[src/rtl/rxdata_fifo_rd_ctrl.sv]
// Receive-side FIFO read controller: pops a frame descriptor, then drains that
// frame's data words into a 2-entry AXI-Stream output buffer or discards them.
module rxdata_fifo_rd_ctrl #(
  parameter int WIDTH = 64,
  parameter int PTR   = 8,
  parameter int LENW  = 16
) (
  input  logic                 rdclk,
  input  logic                 rst,
  output logic                 rden,
  input  logic [WIDTH-1:0]     dataout,
  input  logic                 rdempty,
  input  logic [PTR:0]         rdusedw,
  output logic                 ctl_rden,
  input  logic [LENW:0]        ctl_dout,
  input  logic                 ctl_empty,
  input  logic                 drop_bad,
  output logic [WIDTH-1:0]     m_axis_tdata,
  output logic [WIDTH/8-1:0]   m_axis_tkeep,
  output logic                 m_axis_tlast,
  output logic                 m_axis_tuser,
  output logic                 m_axis_tvalid,
  input  logic                 m_axis_tready,
  output logic [31:0]          pkt_cnt,
  output logic [15:0]          drop_cnt,
  output logic                 busy
);

  localparam int KW = WIDTH / 8;
  localparam int WW = LENW - 2;
  localparam logic [WW-1:0] WONE = {{(WW-1){1'b0}}, 1'b1};
  localparam logic [WW-1:0] WZERO = {WW{1'b0}};

  typedef enum logic [1:0] {IDLE, DESC, STREAM, DROP} state_t;

  state_t            state_q;
  logic [LENW-1:0]   len_q;
  logic              bad_q;
  logic [WW-1:0]     rd_left_q;
  logic [WW-1:0]     tx_left_q;
  logic              inflight_q;
  logic [WIDTH-1:0]  buf_q [2];
  logic              head_q;
  logic [1:0]        occ_q;
  logic [31:0]       pkt_cnt_q;
  logic [15:0]       drop_cnt_q;

  logic [LENW:0]     sum_s;
  logic [WW-1:0]     words_s;
  logic              tvalid_s;
  logic              retire_s;
  logic [2:0]        pend_s;
  logic              room_s;
  logic              stream_rd_s;
  logic              drop_rd_s;
  logic              unused_rdusedw_s;

  function automatic logic [KW-1:0] last_keep(input logic [2:0] r);
    logic [KW-1:0] k;
    for (int i = 0; i < KW; i++) begin
      k[i] = (r == 3'd0) || (i < int'(r));
    end
    return k;
  endfunction

  assign unused_rdusedw_s = ^rdusedw;

  assign sum_s   = {1'b0, ctl_dout[LENW-1:0]} + {{(LENW-2){1'b0}}, 3'd7};
  assign words_s = sum_s[LENW:3];

  assign tvalid_s = (occ_q != 2'd0);
  assign retire_s = tvalid_s && m_axis_tready && (state_q == STREAM);

  // A beat retiring this cycle frees its slot, keeping 1 beat/cycle sustained.
  assign pend_s      = {1'b0, occ_q} + {2'b00, inflight_q} - {2'b00, retire_s};
  assign room_s      = (pend_s < 3'd2);
  assign stream_rd_s = (state_q == STREAM) && !rdempty && (rd_left_q != WZERO) && room_s;
  assign drop_rd_s   = (state_q == DROP) && !rdempty && (rd_left_q != WZERO);

  assign rden     = stream_rd_s || drop_rd_s;
  assign ctl_rden = (state_q == IDLE) && !ctl_empty;

  assign m_axis_tvalid = tvalid_s;
  assign m_axis_tdata  = buf_q[head_q];
  assign m_axis_tlast  = tvalid_s && (tx_left_q == WONE);
  assign m_axis_tuser  = bad_q && (state_q == STREAM);
  assign m_axis_tkeep  = !tvalid_s ? {KW{1'b0}} :
                         (tx_left_q == WONE) ? last_keep(len_q[2:0]) : {KW{1'b1}};

  assign pkt_cnt  = pkt_cnt_q;
  assign drop_cnt = drop_cnt_q;
  assign busy     = (state_q != IDLE);

  always_ff @(posedge rdclk or posedge rst) begin
    if (rst) begin
      state_q    <= IDLE;
      len_q      <= {LENW{1'b0}};
      bad_q      <= 1'b0;
      rd_left_q  <= WZERO;
      tx_left_q  <= WZERO;
      inflight_q <= 1'b0;
      buf_q[0]   <= {WIDTH{1'b0}};
      buf_q[1]   <= {WIDTH{1'b0}};
      head_q     <= 1'b0;
      occ_q      <= 2'd0;
      pkt_cnt_q  <= 32'd0;
      drop_cnt_q <= 16'd0;
    end else begin
      inflight_q <= rden;
      case (state_q)
        IDLE: begin
          if (!ctl_empty) begin
            state_q <= DESC;
          end else begin
            state_q <= IDLE;
          end
        end
        DESC: begin
          len_q     <= ctl_dout[LENW-1:0];
          bad_q     <= ctl_dout[LENW];
          rd_left_q <= words_s;
          tx_left_q <= words_s;
          if (ctl_dout[LENW-1:0] == {LENW{1'b0}}) begin
            if (drop_cnt_q != 16'hFFFF) begin
              drop_cnt_q <= drop_cnt_q + 16'd1;
            end else begin
              drop_cnt_q <= drop_cnt_q;
            end
            state_q <= IDLE;
          end else if (ctl_dout[LENW] && drop_bad) begin
            state_q <= DROP;
          end else begin
            state_q <= STREAM;
          end
        end
        STREAM: begin
          if (rden) begin
            rd_left_q <= rd_left_q - WONE;
          end
          // Write lands behind any resident beat; head advances on retire.
          if (inflight_q) begin
            buf_q[head_q ^ occ_q[0]] <= dataout;
          end
          if (retire_s) begin
            head_q    <= ~head_q;
            tx_left_q <= tx_left_q - WONE;
          end
          occ_q <= occ_q + {1'b0, inflight_q} - {1'b0, retire_s};
          if (retire_s && (tx_left_q == WONE)) begin
            pkt_cnt_q <= pkt_cnt_q + 32'd1;
            state_q   <= IDLE;
          end else begin
            state_q <= STREAM;
          end
        end
        DROP: begin
          if (rden) begin
            rd_left_q <= rd_left_q - WONE;
          end
          if ((rd_left_q == WZERO) && !inflight_q) begin
            if (drop_cnt_q != 16'hFFFF) begin
              drop_cnt_q <= drop_cnt_q + 16'd1;
            end else begin
              drop_cnt_q <= drop_cnt_q;
            end
            state_q <= IDLE;
          end else begin
            state_q <= DROP;
          end
        end
        default: begin
          state_q <= IDLE;
        end
      endcase
    end
  end

endmodule
[config.mk]
export PLATFORM = sky130hd
export DESIGN_NAME = rxdata_fifo_rd_ctrl
export DESIGN_NICKNAME = d
export VERILOG_FILES = /design/src/rtl/rxdata_fifo_rd_ctrl.sv
export SDC_FILE = /design/constraint.sdc
export NUM_CORES = 1
export LEC_CHECK = 0
export CAP_MARGIN = 20
export CELL_PAD_IN_SITES_DETAIL_PLACEMENT = 0
export CELL_PAD_IN_SITES_GLOBAL_PLACEMENT = 2
export CORE_MARGIN = 10
export CORE_UTILIZATION = 30
export CTS_CLUSTER_SIZE = 28
export DETAILED_ROUTE_END_ITERATION = 6
export PLACE_DENSITY = 0.72
export SYNTH_ARGS = -nofsm -noshare
export SYNTH_HDL_FRONTEND = slang
export SYNTH_SLANG_ARGS = --single-unit
[constraint.sdc]
create_clock -name rdclk -period 7.3 [get_ports rdclk]
set_input_delay 1.825 -clock rdclk [delete_from_list [all_inputs] [get_ports rdclk]]
set_output_delay 1.825 -clock rdclk [all_outputs]
set_load 0.1 [all_outputs]
# After elaboration in Yosys (flattened, before gate mapping)
# Cells that the tools add are included.
# classes
addsub	9
n_mul	0
div	0
magnitude_cmp	11
n_eq_ne	9
n_shift	0
muxes	22
bitwise	4
reduce_logical	42
# ops
cell	count
two-way mux 64 bit	4
bitwise mux 128 bit	1
demux 64 bit (select 1 bit)	1
case mux 14 bit (2 select lines)	2
two-way mux 16 bit	3
adder 32 x 1 -> 32 bit (second input constant)	1
case mux 16 bit (2 select lines)	1
two-way mux 14 bit	2
subtractor 14 x 1 -> 14 bit (second input constant)	2
adder 16 x 3 -> 17 bit (second input constant)	1
adder 16 x 1 -> 16 bit (second input constant)	1
logical NOT 16 bit	1
two-way mux 8 bit	2
!= test 16 bit (second input constant)	1
equality test 14 x 1 -> 1 bit (second input constant)	1
logical AND 1 bit	14
logical NOT 14 bit	1
nonzero test 14 bit	1
AND reduction 2 bit	5
nonzero test 2 bit	5
less-than comparator 3 bit (first input constant)	3
logical OR 1 bit	8
case mux 2 bit (4 select lines)	1
less-than comparator 1 x 3 -> 1 bit (first input constant)	2
other kinds (22)	33
# word_totals
register_bits	214
latchBits	0
ramBits	0
rom_bits	0
inputBits	96
out_inout_bits	126
elab_cells	109
n_memories	0

# Logic depth before layout (Yosys ltp)
# Gate-level depths: netlist (run 1).
# logic_depth
ltp_word	9
ltp_mapped	13
mapped_depth_nobuf	13

# Least setup slack after synthesis (run 1)
# OpenSTA, ideal clock, no wires.
# synth_path
path_type	input to output
startpoint	in m_axis_tready
endpoint	out rden
arrival_time_ns	5.775
required_ns	5.475
path_slack_ns	-0.300
stages	9
path_cell_list	nand3_1 clkinv_1 ha_1 inv_1 ha_1 fa_1 nor2_1 a21oi_1 nor3_1
# synth_via
elab_chain_len	6
# synth_rtl
item	line_no	source
from (decl)	23	input logic m_axis_tready,
logical AND 1 bit (2 in series)	72	assign retire_s = tvalid_s && m_axis_tready && (state_q == STREAM);
subtractor 3 x 1 -> 3 bit	75	assign pend_s = {1'b0, occ_q} + {2'b00, inflight_q} - {2'b00, retire_s};
named net pend_s[1]	52	logic [2:0] pend_s;
less-than comparator 3 x 2 -> 1 bit	76	assign room_s = (pend_s < 3'd2);
logical AND 1 bit	77	assign stream_rd_s = (state_q == STREAM) && !rdempty && (rd_left_q != WZERO) && room_s;
logical OR 1 bit	80	assign rden = stream_rd_s || drop_rd_s;
to (decl)	10	output logic rden,
# The timed path passes the listed nets, and every way through them passes these cells.

# Worst setup path in the final report (run 1)
# Same ends and word-level chain as after synthesis.

==> results of run 1 <==
## worst paths after layout
kind	slack (ns)	from	to	cells past startpoint
worst max-delay path	0.88	m_axis_tready	rden	14
worst min-delay path	0.47	bad_q	bad_q	2
worst max register to register	3.44	state_q[1]	rd_left_q[3]	14
worst min register to register	0.47	bad_q	bad_q	2
max in group asynchronous	4.40	rst	head_q	3
min in group asynchronous	1.64	rst	buf_q[6]	2
## cell usage after synthesis, types with 5 or more instances
master / instances / share of area
nor4b_1: 5 / 0.0043
inv_1: 24 / 0.0088
dfrtp_1: 214 / 0.52
nor2b_1: 5 / 0.0031
nand3_1: 17 / 0.0083
o21ai_0: 14 / 0.0068
nor3_1: 36 / 0.018
clkbuf_1: 27 / 0.0099
nand2b_1: 6 / 0.0037
xnor2_1: 26 / 0.022
nand4_1: 15 / 0.0092
a21oi_1: 13 / 0.0063
ha_1: 8 / 0.0098
nor4_1: 22 / 0.013
nand2_1: 46 / 0.017
xor2_1: 33 / 0.028
a211oi_1: 7 / 0.0051
and3_1: 10 / 0.0061
or3_1: 6 / 0.0037
and4_1: 7 / 0.0060
nor2_1: 47 / 0.017
mux2_2: 196 / 0.22
## per-layer routing
layer  wire (um)  vias up
met5           0        -
met1       14230     3741
met3        1557       35
met4         611        0
li1            -     3538
met2       13330      156
## registers in the layout (all words and copies together) (netlist names)
signal and cells:
head_q 1, bad_q 1, tx_left_q 14, len_q 3, state_q 2, drop_cnt 16
pkt_cnt 32, buf_q 128, inflight_q 1, rd_left_q 14, occ_q 2
## cell type report
type	instances	area (um2)
fill	3237	19790
sequential	214	5356
multi-input combinational	582	4688
timing repair buffer	226	2262
clock buffer	44	809.5
tap	448	560.5
inverter	25	97.59
clock inverter	5	53.80
antenna	1	2.502
## cell families (layout without fill, tap and decap cells)
logic type               Yosys count  count (layout)
XOR/XNOR                          59              59
adder cells (fa/ha/maj)            9               9
buffers and inverters             57             300
AO/OA/AOI/OAI                     68              68
multiplexers                     199             199
AND/OR/NAND/NOR                  247             247
other                              0               1
flip-flops                       214             214
## worst min-delay path: cells and delay by family (launching register included)
kind / cells / cell delay (ns)
simple gates: 2 / 0.10
flops: 1 / 0.33
## through the flow
stage | setup WS [ns] | hold slack [ns] | utilization
3_5_place_dp | 0.8839 | 0.4589 | 0.3851
2_1_floorplan | 0.7388 | 0.4374 | -
6_report | 0.8775 | 0.4700 | 0.4114
3_3_place_gp | 0.8347 | 0.4552 | 0.3851
4_1_cts | 0.8769 | 0.4728 | 0.4108
5_1_grt | 0.7027 | 0.5009 | 0.4114
==> flow_summary.json, run 1 <==
{
  "use_met2": 0.2133,
  "post-route-period-util": 0.8798,
  "fin_skew_ns": 0.007411,
  "clock_path_buffers": 3,
  "slowest_stage": "fa_1",
  "status": "finished, final reports clean",
  "dieArea_um2": 41960,
  "synthesis.nets": 958,
  "wl_per_cell_um": 19.24,
  "use_met1": 0.1930,
  "drive_gt1_frac": 0.2427,
  "grt_usage": 0.1384,
  "syn_to_final_growth_pct": 34.95,
  "period_minus_slack_ns": 6.422,
  "cts_tree": "built",
  "crit_path_max_fanout": 13,
  "syn_area_um2": 10250,
  "cap_violations": 0,
  "yosys.area_share.simple": 0.1292,
  "cts_buffers": 27,
  "place.gp.congestion": 0.7572,
  "async_flop_share": 1.000,
  "finalHoldViolations": 0,
  "busiest_layer": "met2",
  "grt_pass1_wl_mm": 46.82,
  "path_class": "in -> out",
  "start_kind": "input port",
  "path_common_cell": "buf_4",
  "synthAdderAreaFrac": 0.01172,
  "die_w_um": 204.8,
  "cp.required_ns": 5.48,
  "drt_pass1_iterations": 4,
  "drc_errors": 0,
  "clk_pin_slew_worst_paths_ns": 0.06,
  "syn_avg_cell_area_um2": 12.01,
  "critPathMaxStageDelay_ns": 0.51,
  "crit_path_end_kind": "output port",
  "ys_ff_latch": 214,
  "boundaryPins": 222,
  "yosysUniqueCellTypes": 59,
  "post_cts_resized": 0,
  "clkLatencyLatePin_ns": 0.53,
  "htree_levels": 1,
  "coreArea_um2": 33620,
  "placed_cells": 1494,
  "grt-ovfl-total": 0,
  "dp.final_hpwl_mm": 20.36,
  "dpl_cell_area_um2": 12940,
  "portBuffers": 212,
  "crit_chain": "clkdlybuf4s50_1 > nand3_1 > buf_4 > clkinv_1 > ha_1 > inv_1 > ha_1 > fa_1 > nor2_1 > a21oi_1 > buf_4 > nor3_2 > buf_4 > buf_12",
  "grt_pass1_vias": 7868,
  "grt_setup_unrepaired": "false",
  "fmax_mhz": 155.7,
  "cts-root-buf": "clkbuf_16",
  "synth_edf_count": 0,
  "num-nets-final": 1181,
  "fin_setup_tns_ns": 0,
  "stdcell_count": 1545,
  "synth-compound-area-share": 0.04615,
  "synthCells": 853,
  "mostFrequentLayoutCells": "dfrtp_1 (213), clkdlybuf4s50_1 (211), mux2_2 (196)",
  "grt_max_degree": 134,
  "antenna_found_initial": 1,
  "finalSetupViolCount": 0,
  "wl_mm": 29.73,
  "ys_warn_count": 0,
  "holdBufCountCts": 0,
  "drtIter0Drc": 386,
  "die_y_um": 204.8,
  "synth_xor_area_frac": 0.05042,
  "critPathTopFamily": "buffers and inverters",
  "synth_top_family_by_area": "multiplexers",
  "synth_flop_cell": "dfrtp_1",
  "seq_area_frac_synth": 0.5225,
  "final_cell_area_um2": 13830,
  "vias": 7470,
  "layout_commonest_cell": "dfrtp_1",
  "viasPerCell": 4.835,
  "crit_buf_inv": 7,
  "synthMuxAreaShare": 0.2184,
  "ant_nets": 0,
  "clkSinkCount": 214,
  "rows": 67,
  "slew_headroom": 0.2871,
  "worst_slew_pin_slew_ns": 1.066,
  "met3_usage": 0.03096,
  "slew_violations": 0,
  "crit_arrival_ns": 4.60,
  "post-cts-setup-buffers": 0,
  "hp-class": "reg -> reg",
  "start_util": 0.3049
}
Power of run 1 is not shown: default switching activity piles up to over one toggle a cycle in this logic, so the estimate is an artifact.
==> run 2: changes to the inputs <==
Settings changed: CORE_ASPECT_RATIO from default to 1.2, SKIP_CTS_REPAIR_TIMING from default to 1.
==> run 2 against run 1 <==
Wire length fell by 2.0%. Worst setup slack improved by 0.062 ns. First-iteration DRC count rose by 9.1%. Fmax rose by 0.97%.
==> flow_summary.json, run 2 (synthesized netlist as in run 1, its figures left out) <==
{
  "status": "finished, final reports clean",
  "cap_violations": 0,
  "cp.required_ns": 5.48,
  "ant_nets": 0,
  "worst_slew_pin_slew_ns": 1.078,
  "crit_chain": "clkdlybuf4s50_1 > nand3_1 > buf_4 > clkinv_1 > ha_1 > inv_1 > ha_1 > fa_1 > nor2_1 > a21oi_1 > buf_4 > nor3_2 > buf_12",
  "dp.final_hpwl_mm": 20.51,
  "hp-class": "reg -> reg",
  "cts_tree": "built",
  "htree_levels": 1,
  "post-route-period-util": 0.8714,
  "max_flop_register": "buf_q",
  "clkSinkCount": 214,
  "syn_to_final_growth_pct": 34.81,
  "finalSetupViolCount": 0,
  "fin_setup_tns_ns": 0,
  "use_met1": 0.1827,
  "period_minus_slack_ns": 6.361,
  "drt_pass1_iterations": 5,
  "clk_pin_slew_worst_paths_ns": 0.06,
  "crit_arrival_ns": 4.54,
  "wl_per_cell_um": 18.84,
  "met3_usage": 0.03118,
  "cts_buffers": 25,
  "start_util": 0.3024,
  "place.gp.congestion": 0.7949,
  "slowest_stage": "fa_1",
  "grt_pass1_wl_mm": 46.16,
  "wl_mm": 29.14,
  "clock_path_buffers": 3,
  "mostFrequentLayoutCells": "dfrtp_1 (213), clkdlybuf4s50_1 (211), mux2_2 (196)",
  "clkLatencyLatePin_ns": 0.53,
  "use_met2": 0.2115,
  "fmax_mhz": 157.2,
  "boundaryPins": 222,
  "drive_gt1_frac": 0.2450,
  "dieArea_um2": 41990,
  "portBuffers": 212,
  "num-nets-final": 1176,
  "busiest_layer": "met2",
  "drc_errors": 0,
  "grt_usage": 0.1350,
  "finalHoldViolations": 0,
  "grt-ovfl-total": 0,
  "drtIter0Drc": 421,
  "crit_buf_inv": 6,
  "coreArea_um2": 33890,
  "crit_path_max_fanout": 13,
  "largest_reg_flops": 128,
  "cts-root-buf": "clkbuf_16",
  "layout_commonest_cell": "dfrtp_1",
  "fin_skew_ns": 0.006897,
  "grt_setup_unrepaired": "false",
  "slew_headroom": 0.2792,
  "antenna_found_initial": 0,
  "die_y_um": 222.5,
  "viasPerCell": 4.798,
  "grt_max_degree": 130,
  "grt_pass1_vias": 7713,
  "critPathMaxStageDelay_ns": 0.45,
  "path_class": "in -> out",
  "vias": 7423,
  "die_w_um": 188.7,
  "critPathTopFamily": "buffers and inverters",
  "crit_path_end_kind": "output port",
  "start_kind": "input port",
  "rows": 74,
  "slew_violations": 0
}
[run 2: final timing paths]
kind / start / endpoint / slack, ns / cells after the start
max: m_axis_tready / rden / 0.94 / 13
min: bad_q / bad_q / 0.46 / 2
max reg2reg: state_q[1] / rd_left_q[3] / 3.03 / 14
min reg2reg: bad_q / bad_q / 0.46 / 2
max in group asynchronous: rst / head_q / 4.31 / 3
min in group asynchronous: rst / buf_q[10] / 1.71 / 2
[run 2: metrics by stage]
stage | area, um2 | cells | setup slack (ns) | util | hold WS, ns
finish | 13820 | 1547 | 0.9391 | 0.4077 | 0.4641
global route | 13810 | 1546 | 0.7321 | 0.4076 | 0.4915
global placement | 12940 | 1500 | 0.9158 | 0.3818 | 0.4505
CTS | 13810 | 1546 | 0.9047 | 0.4076 | 0.4692
floorplan | 10260 | 853 | 0.7388 | - | 0.4374
detailed placement | 12940 | 1500 | 0.9168 | 0.3818 | 0.4545
[run 2: area by class of cell]
class / instances / area (um2)
Timing Repair Buffer: 223 / 2227
Multi-Input combinational cell: 582 / 4688
Tap cell: 456 / 570.5
Clock buffer: 38 / 774.5
Clock inverter: 8 / 98.84
Sequential cell: 214 / 5356
Antenna cell: 1 / 2.502
Fill cell: 3296 / 20070
Inverter: 25 / 97.59
[run 2: worst register-to-register path: stages (launching register included)]
cell and delay (ns):
dfrtp_1 0.65, nor2b_1 0.75, nand3_1 0.17, buf_4 0.24, clkinv_1 0.13, ha_1 0.24, inv_1 0.05, ha_1 0.15
fa_1 0.43, nor2_1 0.10, a21oi_1 0.07, buf_4 0.18, o21ai_0 0.52, nand2_1 0.11, a221o_1 0.36
[run 2: layer usage]
| layer | part of all wire | wire length, um |
|---|---|---|
| met5 | 0 | 0 |
| met4 | 0.020 | 593 |
| met3 | 0.057 | 1654 |
| met2 | 0.46 | 13350 |
| met1 | 0.46 | 13550 |
Power of run 2 is left out for the same reason.
==> run 3: changes to the inputs <==
--- a/config.mk
+++ b/config.mk
@@ -7,2 +7,3 @@
 export LEC_CHECK = 0
+export ABC_CLOCK_PERIOD_IN_PS = 7300
 export CAP_MARGIN = 20
@@ -11,3 +12,3 @@
 export CORE_ASPECT_RATIO = 1.2
-export CORE_MARGIN = 10
+export CORE_MARGIN = 2
 export CORE_UTILIZATION = 30
--- a/constraint.sdc
+++ b/constraint.sdc
@@ -3,2 +3,2 @@
 set_output_delay 1.825 -clock rdclk [all_outputs]
-set_load 0.1 [all_outputs]
+set_load 0.01 [all_outputs]
==> run 3 against run 2 <==
Global-route usage rose by 2.0 points. Critical path depth fell by 2. Clock skew rose by 0.0095 ns. Non-clock buffer count rose by 3. Utilization rose by 0.052 points. Fmax fell by 2.8%. Wire length fell by 3.7%. Cell count did not move. Register-to-register slack improved by 0.69 ns. First-iteration DRC count fell by 40%. Sequential share of layout area barely moved. Worst hold slack improved by 0.0089 ns. Critical endpoint unchanged.
==> flow_summary.json, run 3 (synthesized netlist as in run 1, its figures left out) <==
{
  "drive_gt1_frac": 0.2438,
  "dieArea_um2": 35660,
  "cp.required_ns": 5.48,
  "r2r_setup_slack_ns": 3.72,
  "place.gp.congestion": 0.7977,
  "mostFrequentLayoutCells": "dfrtp_1 (213), clkdlybuf4s50_1 (212), mux2_2 (196)",
  "die_y_um": 206.5,
  "post-route-period-util": 0.8965,
  "clk_pin_slew_worst_paths_ns": 0.07,
  "grt_setup_unrepaired": "false",
  "p_per_area_nw_per_um2": 393.4,
  "power_mw": 5.442,
  "grt-ovfl-total": 0,
  "drt_pass1_iterations": 4,
  "die_w_um": 172.7,
  "clock_path_buffers": 3,
  "boundaryPins": 222,
  "worst_slew_pin_slew_ns": 1.023,
  "reg2reg_from": "state_q[1]",
  "coreArea_um2": 33890,
  "grt_max_degree": 151,
  "finalHoldViolations": 0,
  "hp-class": "reg -> reg",
  "fin_setup_tns_ns": 0,
  "clkSinkCount": 214,
  "grt_pass1_wl_mm": 44.24,
  "drc_errors": 0,
  "viasPerCell": 4.807,
  "place_ws_ns": 0.7162,
  "fin_skew_ns": 0.01638,
  "hp-start": "bad_q",
  "finalSetupViolCount": 0,
  "slew_headroom": 0.3183,
  "wl_per_cell_um": 18.13,
  "critical_path.endpoint": "rden",
  "antenna_found_initial": 0,
  "wl_mm": 28.05,
  "cts_buffers": 25,
  "crit_arrival_ns": 4.72,
  "dp.final_hpwl_mm": 19.02,
  "start_kind": "input port",
  "vias": 7437,
  "syn_to_final_growth_pct": 34.98,
  "num-nets-final": 1179,
  "peakVddDrop_uv": 197.3,
  "clkLatencyLatePin_ns": 0.53,
  "max_flop_register": "buf_q",
  "num_antenna_cells": 0,
  "crit_path_end_kind": "output port",
  "slew_violations": 0,
  "r2r_end": "rd_left_q[3]",
  "grt_usage": 0.1547,
  "htree_levels": 1,
  "grt_pass1_vias": 7621,
  "cp-startpoint": "m_axis_tready",
  "portBuffers": 212,
  "num-fill-cells": 3283,
  "crit_path_max_fanout": 6,
  "r2r_cells": 13,
  "cts_tree": "built",
  "cts-root-buf": "clkbuf_16",
  "rows": 74,
  "fin_ws_ns": 0.7555,
  "ant_nets": 0,
  "path_class": "in -> out",
  "drtIter0Drc": 253,
  "cap_violations": 0,
  "period_minus_slack_ns": 6.544,
  "p_leak_nw": 5.597,
  "fmax_mhz": 152.8,
  "layout_commonest_cell": "dfrtp_1",
  "status": "finished, final reports clean",
  "start_util": 0.3024,
  "largest_reg_flops": 128
}
run 3: changes by cell type in the layout (fill, tap and decap cells not counted), sizes merged:
cell / previous run / this run
buf: 12 / 14
diode: 1 / 0
clkdlybuf4s50: 211 / 212
clkinvlp: 3 / 1
bufinv: 2 / 3
clkinv: 4 / 3
run 3: worst min-delay path by stage:
stage,endpoint,cells past startpoint
after floorplan,bad_q,2
after global placement,pkt_cnt[31],1
after detailed placement,bad_q,2
after CTS,pkt_cnt[31],1
after global routing,pkt_cnt[31],1
final,bad_q,2
run 3: final cells by class:
cell class	instances	area, um2	share of cell area
clock inverter	6	111.4	0.008050
tap	456	570.5	0.04124
sequential	214	5356	0.3872
timing repair buffer	226	2240	0.1619
clock buffer	38	774.5	0.05599
multi-input combinational	582	4683	0.3385
inverter	25	97.59	0.007055
run 3: report_power, final:
| part | internal, mW | switching (mW) |
|---|---|---|
| logic | 1.33 | 0.929 |
| registers | 1.62 | 0.233 |
| clock network | 0.834 | 0.501 |
run 3: per-stage QoR:
step / cell area [um2] / hold slack [ns] / util / instances
finish: 13830 / 0.4730 / 0.4082 / 1547
global route: 13830 / 0.4855 / 0.4082 / 1547
CTS: 13830 / 0.4726 / 0.4082 / 1547
detailed placement: 12950 / 0.4590 / 0.3821 / 1503
global placement: 12950 / 0.4604 / 0.3821 / 1503
floorplan: 10250 / 0.4374 / - / 853
run 3: critical path, stage by stage:
cell	delay (ns)
clkdlybuf4s50_1	0.44
nand3_1	0.11
clkinv_1	0.20
ha_1	0.34
inv_1	0.04
ha_1	0.18
fa_1	0.46
nor2_1	0.10
a21oi_1	0.09
nor3_1	0.32
clkdlybuf4s50_1	0.62
run 3: metal layers:
layer / share of wire / routed length [um] / GRT usage
met1: 0.45 / 12720 / 0.2053
met2: 0.48 / 13600 / 0.2625
met3: 0.045 / 1275 / 0.02759
met4: 0.016 / 456 / 0.03874
met5: 0 / 0 / 0
Note: power is estimated with default switching activity, not from simulation.
